File: src/rtl/display_scan.sv
// display_scan: time-multiplexed 7-segment scan controller sharing one BCD
// decoder across DIGITS positions, with a frame-stable display copy.
// Ports: iClk, iRst (sync, active-high), iData[4*DIGITS] BCD nibbles,
//   iLoad request pulse, oAck visible pulse, oDigit decoder nibble
//   (4'hF = blank), oAn active-low digit enables, oFrame frame-start pulse.
// Option: define DISPLAY_SCAN_LZ_BLANK_EN for leading-zero suppression.
module display_scan #(
  parameter int DIGITS   = 4,
  parameter int SCAN_DIV = 50000
) (
  input  logic                  iClk,
  input  logic                  iRst,
  input  logic [4*DIGITS-1:0]   iData,
  input  logic                  iLoad,
  output logic                  oAck,
  output logic [3:0]            oDigit,
  output logic [DIGITS-1:0]     oAn,
  output logic                  oFrame
);

  localparam int CW = $clog2(SCAN_DIV);
  localparam int IW = (DIGITS > 1) ? $clog2(DIGITS) : 1;
  localparam logic [CW-1:0] CMAX = CW'(SCAN_DIV - 1);
  localparam logic [IW-1:0] IMAX = IW'(DIGITS - 1);

  typedef enum logic {BLANK, SHOW} state_t;

  state_t              state;
  state_t              stateNext;
  logic [CW-1:0]       cnt;
  logic [CW-1:0]       cntNext;
  logic [IW-1:0]       idx;
  logic [IW-1:0]       idxNext;
  logic [4*DIGITS-1:0] disp;
  logic [4*DIGITS-1:0] pend;
  logic                pendV;
  logic                boundary;
  logic [3:0]          digitSel;
  logic [DIGITS-1:0]   anSel;
  logic [DIGITS-1:0]   lz;

  always_comb begin
    stateNext = state;
    cntNext   = cnt;
    idxNext   = idx;
    unique case (state)
      BLANK: begin
        stateNext = SHOW;
        cntNext   = CW'(1);
      end
      SHOW: begin
        if (cnt == CMAX) begin
          stateNext = BLANK;
          cntNext   = '0;
          idxNext   = (idx == IMAX) ? '0 : idx + IW'(1);
        end else begin
          cntNext = cnt + CW'(1);
        end
      end
      default: stateNext = BLANK;
    endcase
  end

  // Outputs trail the slot registers by one edge, so the edge that sees
  // BLANK on digit 0 is the one that starts a frame on the outputs.
  assign boundary = (state == BLANK) && (idx == '0);

`ifdef DISPLAY_SCAN_LZ_BLANK_EN
  logic allZero;
  always_comb begin
    lz      = '0;
    allZero = 1'b1;
    for (int k = DIGITS - 1; k >= 1; k--) begin
      allZero = allZero && (disp[4*k +: 4] == 4'h0);
      lz[k]   = allZero;
    end
  end
`else
  assign lz = '0;
`endif

  always_comb begin
    digitSel = 4'hF;
    anSel    = '1;
    for (int k = 0; k < DIGITS; k++) begin
      if (idx == IW'(k)) begin
        digitSel = lz[k] ? 4'hF : disp[4*k +: 4];
        anSel[k] = 1'b0;
      end
    end
  end

  always_ff @(posedge iClk) begin
    if (iRst) begin
      state  <= BLANK;
      cnt    <= '0;
      idx    <= '0;
      disp   <= '0;
      pend   <= '0;
      pendV  <= 1'b0;
      oAn    <= '1;
      oDigit <= 4'hF;
      oAck   <= 1'b0;
      oFrame <= 1'b0;
    end else begin
      state  <= stateNext;
      cnt    <= cntNext;
      idx    <= idxNext;
      oFrame <= boundary;
      oAck   <= 1'b0;
      if (state == SHOW) begin
        oAn    <= anSel;
        oDigit <= digitSel;
      end else begin
        oAn    <= '1;
        oDigit <= 4'hF;
      end
      if (boundary) begin
        pendV <= 1'b0;
        // A load coinciding with the boundary wins over the pending copy.
        if (iLoad) begin
          disp <= iData;
          oAck <= 1'b1;
        end else if (pendV) begin
          disp <= pend;
          oAck <= 1'b1;
        end
      end else if (iLoad) begin
        pend  <= iData;
        pendV <= 1'b1;
      end
    end
  end

endmodule

File: config.mk
export PLATFORM = sky130hd
export DESIGN_NAME = display_scan
export DESIGN_NICKNAME = d
export VERILOG_FILES = /design/src/rtl/display_scan.sv
export SDC_FILE = /design/constraint.sdc
export NUM_CORES = 1
export LEC_CHECK = 0
export ABC_AREA = 0
export BUFFER_PORTS_ARGS = -buffer_cell sky130_fd_sc_hd__buf_4
export CORE_ASPECT_RATIO = 1.5
export CORE_UTILIZATION = 47
export CTS_CLUSTER_SIZE = 8
export DETAILED_ROUTE_END_ITERATION = 16
export PLACE_DENSITY = 0.73
export SLEW_MARGIN = 0
export SYNTH_ARGS = -nofsm -noshare
export SYNTH_HDL_FRONTEND = slang
export SYNTH_SLANG_ARGS = --single-unit
File: constraint.sdc
create_clock -name iClk -period 4.1 [get_ports iClk]
set_clock_uncertainty 0.2 [all_clocks]
set_input_delay 0.82 -clock iClk [delete_from_list [all_inputs] [get_ports iClk]]
set_output_delay 0.82 -clock iClk [all_outputs]
set_load 0.005 [all_outputs]
## Word-level counts from Yosys, hierarchy flattened

Cells that the tools add are included.

| word-level totals | value |
|---|---|
| flip-flop bits (word level) | 62 |

| cells by class | value |
|---|---|
| add/subtract/negate cells | 2 |
| equality and inequality tests | 4 |
| muxes and demuxes | 17 |
| bitwise operators | 2 |
| reductions and logical operators | 9 |

Operator list:

| kind | number |
|---|---|
| $mux W16 | 3 |
| $pmux W16 S2 | 1 |
| $add A16 B1 Y16 const B | 1 |
| $eq A16 B16 Y1 const B | 1 |
| $mux W4 | 4 |
| $mux W1 | 7 |
| $reduce_and A2 Y1 | 3 |
| $reduce_or A2 Y1 | 3 |
| $eq A2 B2 Y1 const B | 2 |
| $add A2 B1 Y2 const B | 1 |
| $eq A2 B1 Y1 const B | 1 |
| $logic_not A2 Y1 | 1 |
| $mux W2 | 1 |
| $not A1 Y1 | 2 |
| $pmux W1 S2 | 1 |
| $reduce_bool A2 Y1 | 1 |
| $logic_and A1 B1 Y1 | 1 |

## Logic depth before layout (Yosys ltp)

Gate-level depths: netlist (run 1).

| logic depth | value |
|---|---|
| depth after elaboration | 5 |
| mapped depth | 8 |
| depth with buffers taken out | 6 |

## Least setup slack after synthesis (run 1)

No wires, ideal clock.

| path | value |
|---|---|
| path type | input to register |
| start | input iLoad |
| end | register disp[0] |
| data arrival time | 1852 ps |
| data required time | 3814 ps |
| setup slack | 1963 ps |
| cell stages on the path | 6 |
| path buffers | 2 |
| path through | buf_2 > nor2_1 > nor2_1 > clkbuf_1 > nor2_1 > a211oi_1 |

| on the way | value |
|---|---|
| cells in the longest elaborated chain, start to end | 2 |

RTL lines:

| item | line | text |
|---|---|---|
| start: declaration | 14 | `input logic iLoad,` |
| $reduce_bool A2 Y1 (no source line) | n/a |  |
| $reduce_and A2 Y1 (no source line) | n/a |  |
| end signal: assignment | 122 | `disp <= iData;` |
| end signal: assignment | 125 | `disp <= pend;` |
| end: declaration | 34 | `logic [4*DIGITS-1:0] disp;` |

Parallel ways exist; a longest one is shown, timed or not.
A chain may end at the register's enable or synchronous reset.

## Worst setup path after layout (run 1)

| path | value |
|---|---|
| start | register idx[0] |
| end | register disp[5] |

| on the way | value |
|---|---|
| cells in the longest elaborated chain, start to end | 3 |

RTL lines:

| item | line | text |
|---|---|---|
| start: declaration | 32 | `logic [IW-1:0] idx;` |
| start signal: assignment | 108 | `idx <= idxNext;` |
| $logic_not A2 Y1 | 66 | `assign boundary = (state == BLANK) && (idx == '0);` |
| $logic_and A1 B1 Y1 | 66 |  |
| $reduce_and A2 Y1 (no source line) | n/a |  |

Every way passes these cells.

==> out/metrics.csv, run 1 <==
metric;value;unit
Synth Flop Type;dfxtp_1;
GP Congestion;0.7790;
Clock Power Share;38.0;%
data arrival time of the critical path;2450;ps
P_int;905.1;µW
critical path class;flop to flop;
Yosys top cell area share;48.46;%
synthesis-to-layout area growth;15.14;%
io pins;29;
CP Launch Type;flop;
Worst Path Required;4140;ps
mux cell area share after synthesis;6.253;%
Starting Density;49.21;%
post-route minimum period;2410;ps
most frequent cell after synthesis;dfxtp_1;
vias in the first global route;1892;
HP Class;flop to flop;
Final Hold Fails;0;
Final Max Slew Viols;0;
CTS tree;yes;
relative slew slack;29.09;%
Total GRT Usage;18.42;%
crit-path max FO;32;
max-cap violations;0;
largest family of logic cells by synthesized area;simple AND/OR/NAND/NOR gates;
WHS;253.3;ps
die height;92.41;µm
adder-cell share of the synthesized area;2.443;%
Num CTS Buffers;9;
RSZ-0062 raised after global routing;no;
clk_lat worst skew;330;ps
deepest clock path buffer count;2;
routed via count;1966;
row count;32;
PwrDens;402.4;nW/µm²
H-tree Lvls;3;
port buffer count;28;
#FFs+latches synth;62;
Die Wd;62.28;µm
Layout Nets;335;
fillers;478;
status;finished, final reports clean;
Post-Synthesis Cells;290;
grt ovf;0;
Final HPWL DP;3.355;mm
Final Routed Wirelength;4.681;mm
maximum vdd drop;0.0002745;V
Setup-failing EPs final;0;
Seq pwr share;54.1;%
Ant. Diodes;0;
largest net degree at the start of global routing;43;
die area;5755;µm²
Seq/Total Area, Yosys;48.46;%
root buffer cell;clkbuf_8;
Psw;281.5;µW
layout cells sized above 1;14.87;%
XOR/XNOR Fraction of Synth Area;4.446;%
Worst-path clk slew;70;ps
synth unique cells;32;
complex-gate fraction of the synthesized area;12.55;%
DRT Pass-1 Iters;4;
Mapped Nets;314;
initial antenna violation count;0;
ys async rst share;0;%
Net Sw Frac;23.73;%
hold_buf cts;0;
post-synthesis simple-gate area fraction;21.20;%
Crit. End Element;flop;
DRC Markers;0;
Post-synth EDFFs;0;
Commonest cells post-synth;dfxtp_1, nor2_1, nand2_1, a211oi_1, a21oi_1;
Leak;0.001087;µW
Synth area leader;dfxtp_1;
CTS resizes;0;
Iteration-0 DRC Markers;102;
setup bufs post-CTS;0;
core area;5205;µm²
Combinational Power Share;7.9;%
first-pass GRT wire length;8.293;mm
fmax;0.4149;GHz
Worst Max-Slew Pin Slew;1063;ps
Synth Area per Inst;8.832;µm²
period utilization;58.79;%
setup TNS;0;ps
clk sink count;62;
vias per cell;5.120;
routed len/inst;12.19;µm
synthesized area;2561;µm²
ANT nets after route;0;
synthesis warning total;0;
Area contributors post-synth;dfxtp_1, mux2i_1, a211oi_1, nor2_1, nand2_1;
[per-stage QoR]
step | instance area [µm²] | worst slack [ps] | total power (µW) | utilization (%) | instances
final | 2949 | 1690 | 1187 | 56.66 | 384
after floorplan | 2561 | 1963 | 716.8 | - | 290
after global routing | 2949 | 1319 | 1245 | 56.66 | 384
after detailed placement | 2781 | 1398 | 750.7 | 53.44 | 368
after global placement | 2781 | 1472 | 747.9 | 53.44 | 368
after CTS | 2949 | 1653 | 1199 | 56.66 | 384
[area by class of cell]
class                           instances  area, µm²  share of cell area, %
Clock buffer                           12      145.1                  4.922
Timing Repair Buffer                   28      210.2                  7.128
Multi-Input combinational cell        199       1204                  40.81
Clock inverter                          4      22.52                 0.7637
Tap cell                               68      85.08                  2.885
Sequential cell                        62       1241                  42.09
Inverter                               11      41.29                  1.400
[critical path, cell delays in order (launching register included)]
cell and delay [ps]:
dfxtp_1 340, inv_1 110, ha_1 280, nand2b_1 210, nor2_2 850, nor2_1 80, a211oi_1 250
[routing by layer]
metal | global-route usage [%] | share of wire, %
met2 | 33.15 | 51
met3 | 3.818 | 2.9
met1 | 19.10 | 44
met5 | 0 | 0
met4 | 12.21 | 2.5
[logic make-up after synthesis]
kind of cell               count (synthesis)
xor gates and xnor gates                  13
and+or+nand+nor                          116
muxes                                     16
AOI/OAI and AO/OA                         49
DFF                                       62
adders and majority gates                  5
buffers and inverters                     29
[path summary, 6_finish.rpt]
check,from,end,slack (ps),cells after the start
min reg2reg,pend[4],pend[4],250,2
max,idx[0],disp[5],1690,6
min,pend[4],pend[4],250,2
max reg2reg,idx[0],disp[5],1690,6
[power by group through the flow]
stage	registers (µW)	logic (µW)	clock network, µW
floorplan	652	65.0	0
global placement	655	93.4	0
detailed placement	655	95.7	0
CTS	642	95.7	462
global route	645	107	493
finish	642	94.1	451
[cells in the final DEF (no fill, tap or decap), types with 4 or more instances in the layout]
cell	count
nor3_1	6
buf_4	28
nor2_1	41
dfxtp_1	62
a21oi_1	17
xnor2_1	12
mux2i_1	16
nand4_1	4
nand3_1	6
inv_1	11
nor2b_1	5
nand2_1	39
a221oi_1	4
ha_1	5
clkbuf_8	10
a211oi_1	21
o21ai_0	4
[flip-flops by register name (all words and copies together), names as in the netlist]
name    flops
pend       16
state       1
disp       16
cnt        16
oAn         4
oAck        1
idx         2
pendV       1
oDigit      4
oFrame      1
No activity file was read; power rests on OpenSTA's default activity.
==> run 2: changes to the inputs <==
Settings changed: ABC_AREA 0 to 1, PLACE_DENSITY 0.73 to 0.76.
Clock period 4.1 ns to 2 ns, I/O delays scaled along.
==> out/metrics.csv, run 2 <==
metric;value;unit;change
status;finished, final reports clean;;unchanged
Worst-path clk slew;60;ps;was 70 ps
max-cap violations;0;;unchanged
Die Wd;63.08;µm;was 62.28 µm
Psw;575.1;µW;was 281.5 µW
Layout Nets;399;;was 335
worst reg2reg path endpoint;disp[3];;was disp[5]
Area contributors post-synth;dfxtp_1, nand2_1, nor2_1, o21ai_0, a31oi_1;;was dfxtp_1, mux2i_1, a211oi_1, nor2_1, nand2_1
Worst Path Required;2020;ps;was 4140 ps
Place WS;184.4;ps;was 1398 ps
Post-Synthesis Cells;346;;was 290
setup TNS;0;ps;unchanged
largest net degree at the start of global routing;35;;was 43
Final Instance Count excl. Fillers;448;;was 384
Crit. End Element;flop;;unchanged
Yosys top cell area share;47.19;%;was 48.46%
post-route minimum period;1831;ps;was 2410 ps
Synth Flop Type;dfxtp_1;;unchanged
layout cells sized above 1;15.34;%;was 14.87%
H-tree Lvls;3;;unchanged
clk sink count;62;;unchanged
io pins;29;;unchanged
GP Congestion;0.8639;;was 0.7790
fmax;0.5460;GHz;was 0.4149 GHz
crit-path max FO;25;;was 32
CTS tree;yes;;unchanged
Final HPWL DP;4.047;mm;was 3.355 mm
critical path class;flop to flop;;unchanged
CP endpoint;disp[3];;was disp[5]
Reg2Reg Setup Slack;170;ps;was 1690 ps
vias per cell;5.174;;was 5.120
Starting Density;48.62;%;was 49.21%
Commonest cells post-synth;nand2_1, dfxtp_1, nor2_1, o21ai_0, inv_1;;was dfxtp_1, nor2_1, nand2_1, a211oi_1, a21oi_1
row count;33;;was 32
origin of the critical flop-to-flop path;idx[0];;unchanged
routed via count;2318;;was 1966
Placed Cells;434;;was 368
Ant. Diodes;0;;unchanged
ys async rst share;0;%;unchanged
initial antenna violation count;0;;unchanged
#FFs+latches synth;62;;unchanged
synthesis warning total;0;;unchanged
Net Sw Frac;23.75;%;was 23.73%
clk_lat worst skew;330;ps;about the same
Leak;0.001150;µW;was 0.001087 µW
PwrDens;800.9;nW/µm²;was 402.4 nW/µm²
RSZ-0062 raised after global routing;no;;unchanged
DRC Markers;0;;unchanged
CP Launch Type;flop;;unchanged
grt ovf;0;;unchanged
most frequent cell after synthesis;nand2_1;;was dfxtp_1
critical path's slowest cell;nor2_4;;was nor2_2
Seq pwr share;54.8;%;was 54.1%
Clock Power Share;37.1;%;was 38.0%
Mapped Nets;370;;was 314
relative slew slack;65.58;%;was 29.09%
synth unique cells;29;;was 32
Final Hold Fails;0;;unchanged
CP cell instances;inv_1 > ha_1 > nand2_4 > nor2_4 > buf_4 > a31oi_1;;was inv_1 > ha_1 > nand2b_1 > nor2_2 > nor2_1 > a211oi_1
Hold Path Cell Cnt;2;;unchanged
setup bufs post-CTS;0;;unchanged
CP startpoint;idx[0];;unchanged
Worst Max-Slew Pin Slew;514.3;ps;was 1063 ps
P_int;1846;µW;was 905.1 µW
root buffer cell;clkbuf_8;;unchanged
Total GRT Usage;20.78;%;was 18.42%
most common cell after layout, fill and taps aside;nand2_1;;was dfxtp_1
die height;93.62;µm;was 92.41 µm
Worst R2R Path Depth;6;;unchanged
synthesized area;2630;µm²;was 2561 µm²
HP Class;primary input to flop;;was flop to flop
vias in the first global route;2233;;was 1892
ANT nets after route;0;;unchanged
commonest non-fill, non-tap cells in the layout;nand2_1, dfxtp_1, nor2_1, buf_4, o21ai_0;;was dfxtp_1, nor2_1, nand2_1, buf_4, a211oi_1
DRT Pass-1 Iters;4;;unchanged
port buffer count;28;;unchanged
Final Routed Wirelength;5.375;mm;was 4.681 mm
Setup-failing EPs final;0;;unchanged
deepest clock path buffer count;2;;unchanged
routed len/inst;12.00;µm;was 12.19 µm
Final Max Slew Viols;0;;unchanged
Synth Area per Inst;7.601;µm²;was 8.832 µm²
synthesis-to-layout area growth;14.94;%;was 15.14%
WHS;66.25;ps;was 253.3 ps
CTS resizes;0;;unchanged
period utilization;91.57;%;was 58.79%
Combinational Power Share;8.1;%;was 7.9%
core area;5409;µm²;was 5205 µm²
CP max stage delay;380;ps;was 850 ps
first-pass GRT wire length;9.425;mm;was 8.293 mm
Num CTS Buffers;9;;unchanged
Post-synth EDFFs;0;;unchanged
Seq/Total Area, Yosys;47.19;%;was 48.46%
Synth area leader;dfxtp_1;;unchanged
maximum vdd drop;0.0006638;V;was 0.0002745 V
top flop regs;cnt (16), disp (16), pend (16);;unchanged
worst setup margin;168.5;ps;was 1690 ps
Iteration-0 DRC Markers;177;;was 102
hold_buf cts;0;;unchanged
die area;5905;µm²;was 5755 µm²
data arrival time of the critical path;1850;ps;was 2450 ps
## run 2: cell families after synthesis
| logic type | after synthesis | share of synthesized area [%] |
|---|---|---|
| AND/OR/NAND/NOR | 165 | 27.64 |
| AO/OA/AOI/OAI | 70 | 14.37 |
| flip-flops | 62 | 47.19 |
| buffers and inverters | 39 | 6.755 |
| XOR/XNOR | 5 | 1.665 |
| adder cells (fa/ha/maj) | 5 | 2.379 |
## run 2: how the worst min path moves through the flow
stage	startpoint	to	slack, ps
after detailed placement	pend[5]	disp[5]	270
after global placement	pend[13]	pend[13]	260
final	iRst	idx[0]	70
after global routing	iRst	oFrame	70
after CTS	iRst	oFrame	50
after floorplan	disp[12]	oDigit[0]	230
## run 2: layout make-up
type                       instances  area [µm²]
inverter                          27       102.6
fill                             536        2386
clock buffer                      12       145.1
sequential                        62        1241
clock inverter                     2       10.01
tap                               70       87.58
multi-input combinational        245        1211
timing repair buffer              30       225.2
## run 2: per-layer routing
layer	part of all wire (%)	GRT usage, %	vias to the layer above
met1	39	20.11	1054
met2	54	38.17	50
met3	3.4	4.512	17
li1	-	-	1197
met5	0	0	-
met4	3.8	14.92	0
## run 2: through the flow
step                total power (µW)  instance area (µm²)  util, %
floorplan                       1480                 2630        -
global placement                1544                 2868    53.02
detailed placement              1552                 2868    53.02
CTS                             2440                 3023    55.89
global route                    2528                 3023    55.89
finish                          2421                 3023    55.89
## run 2: power groups by stage
stage | sequential [µW] | clock, µW | combinational [µW]
floorplan | 1350 | 0 | 134
global placement | 1350 | 0 | 192
detailed placement | 1350 | 0 | 197
CTS | 1330 | 915 | 197
global route | 1330 | 969 | 226
finish | 1330 | 898 | 196
## run 2: worst max-delay path: cells and delay by family (launching register included)
family          cells  cell delay [ps]
compound gates      1               80
fa+ha+maj           1              260
buf+inv             2              340
flops               1              340
simple gates        2              490
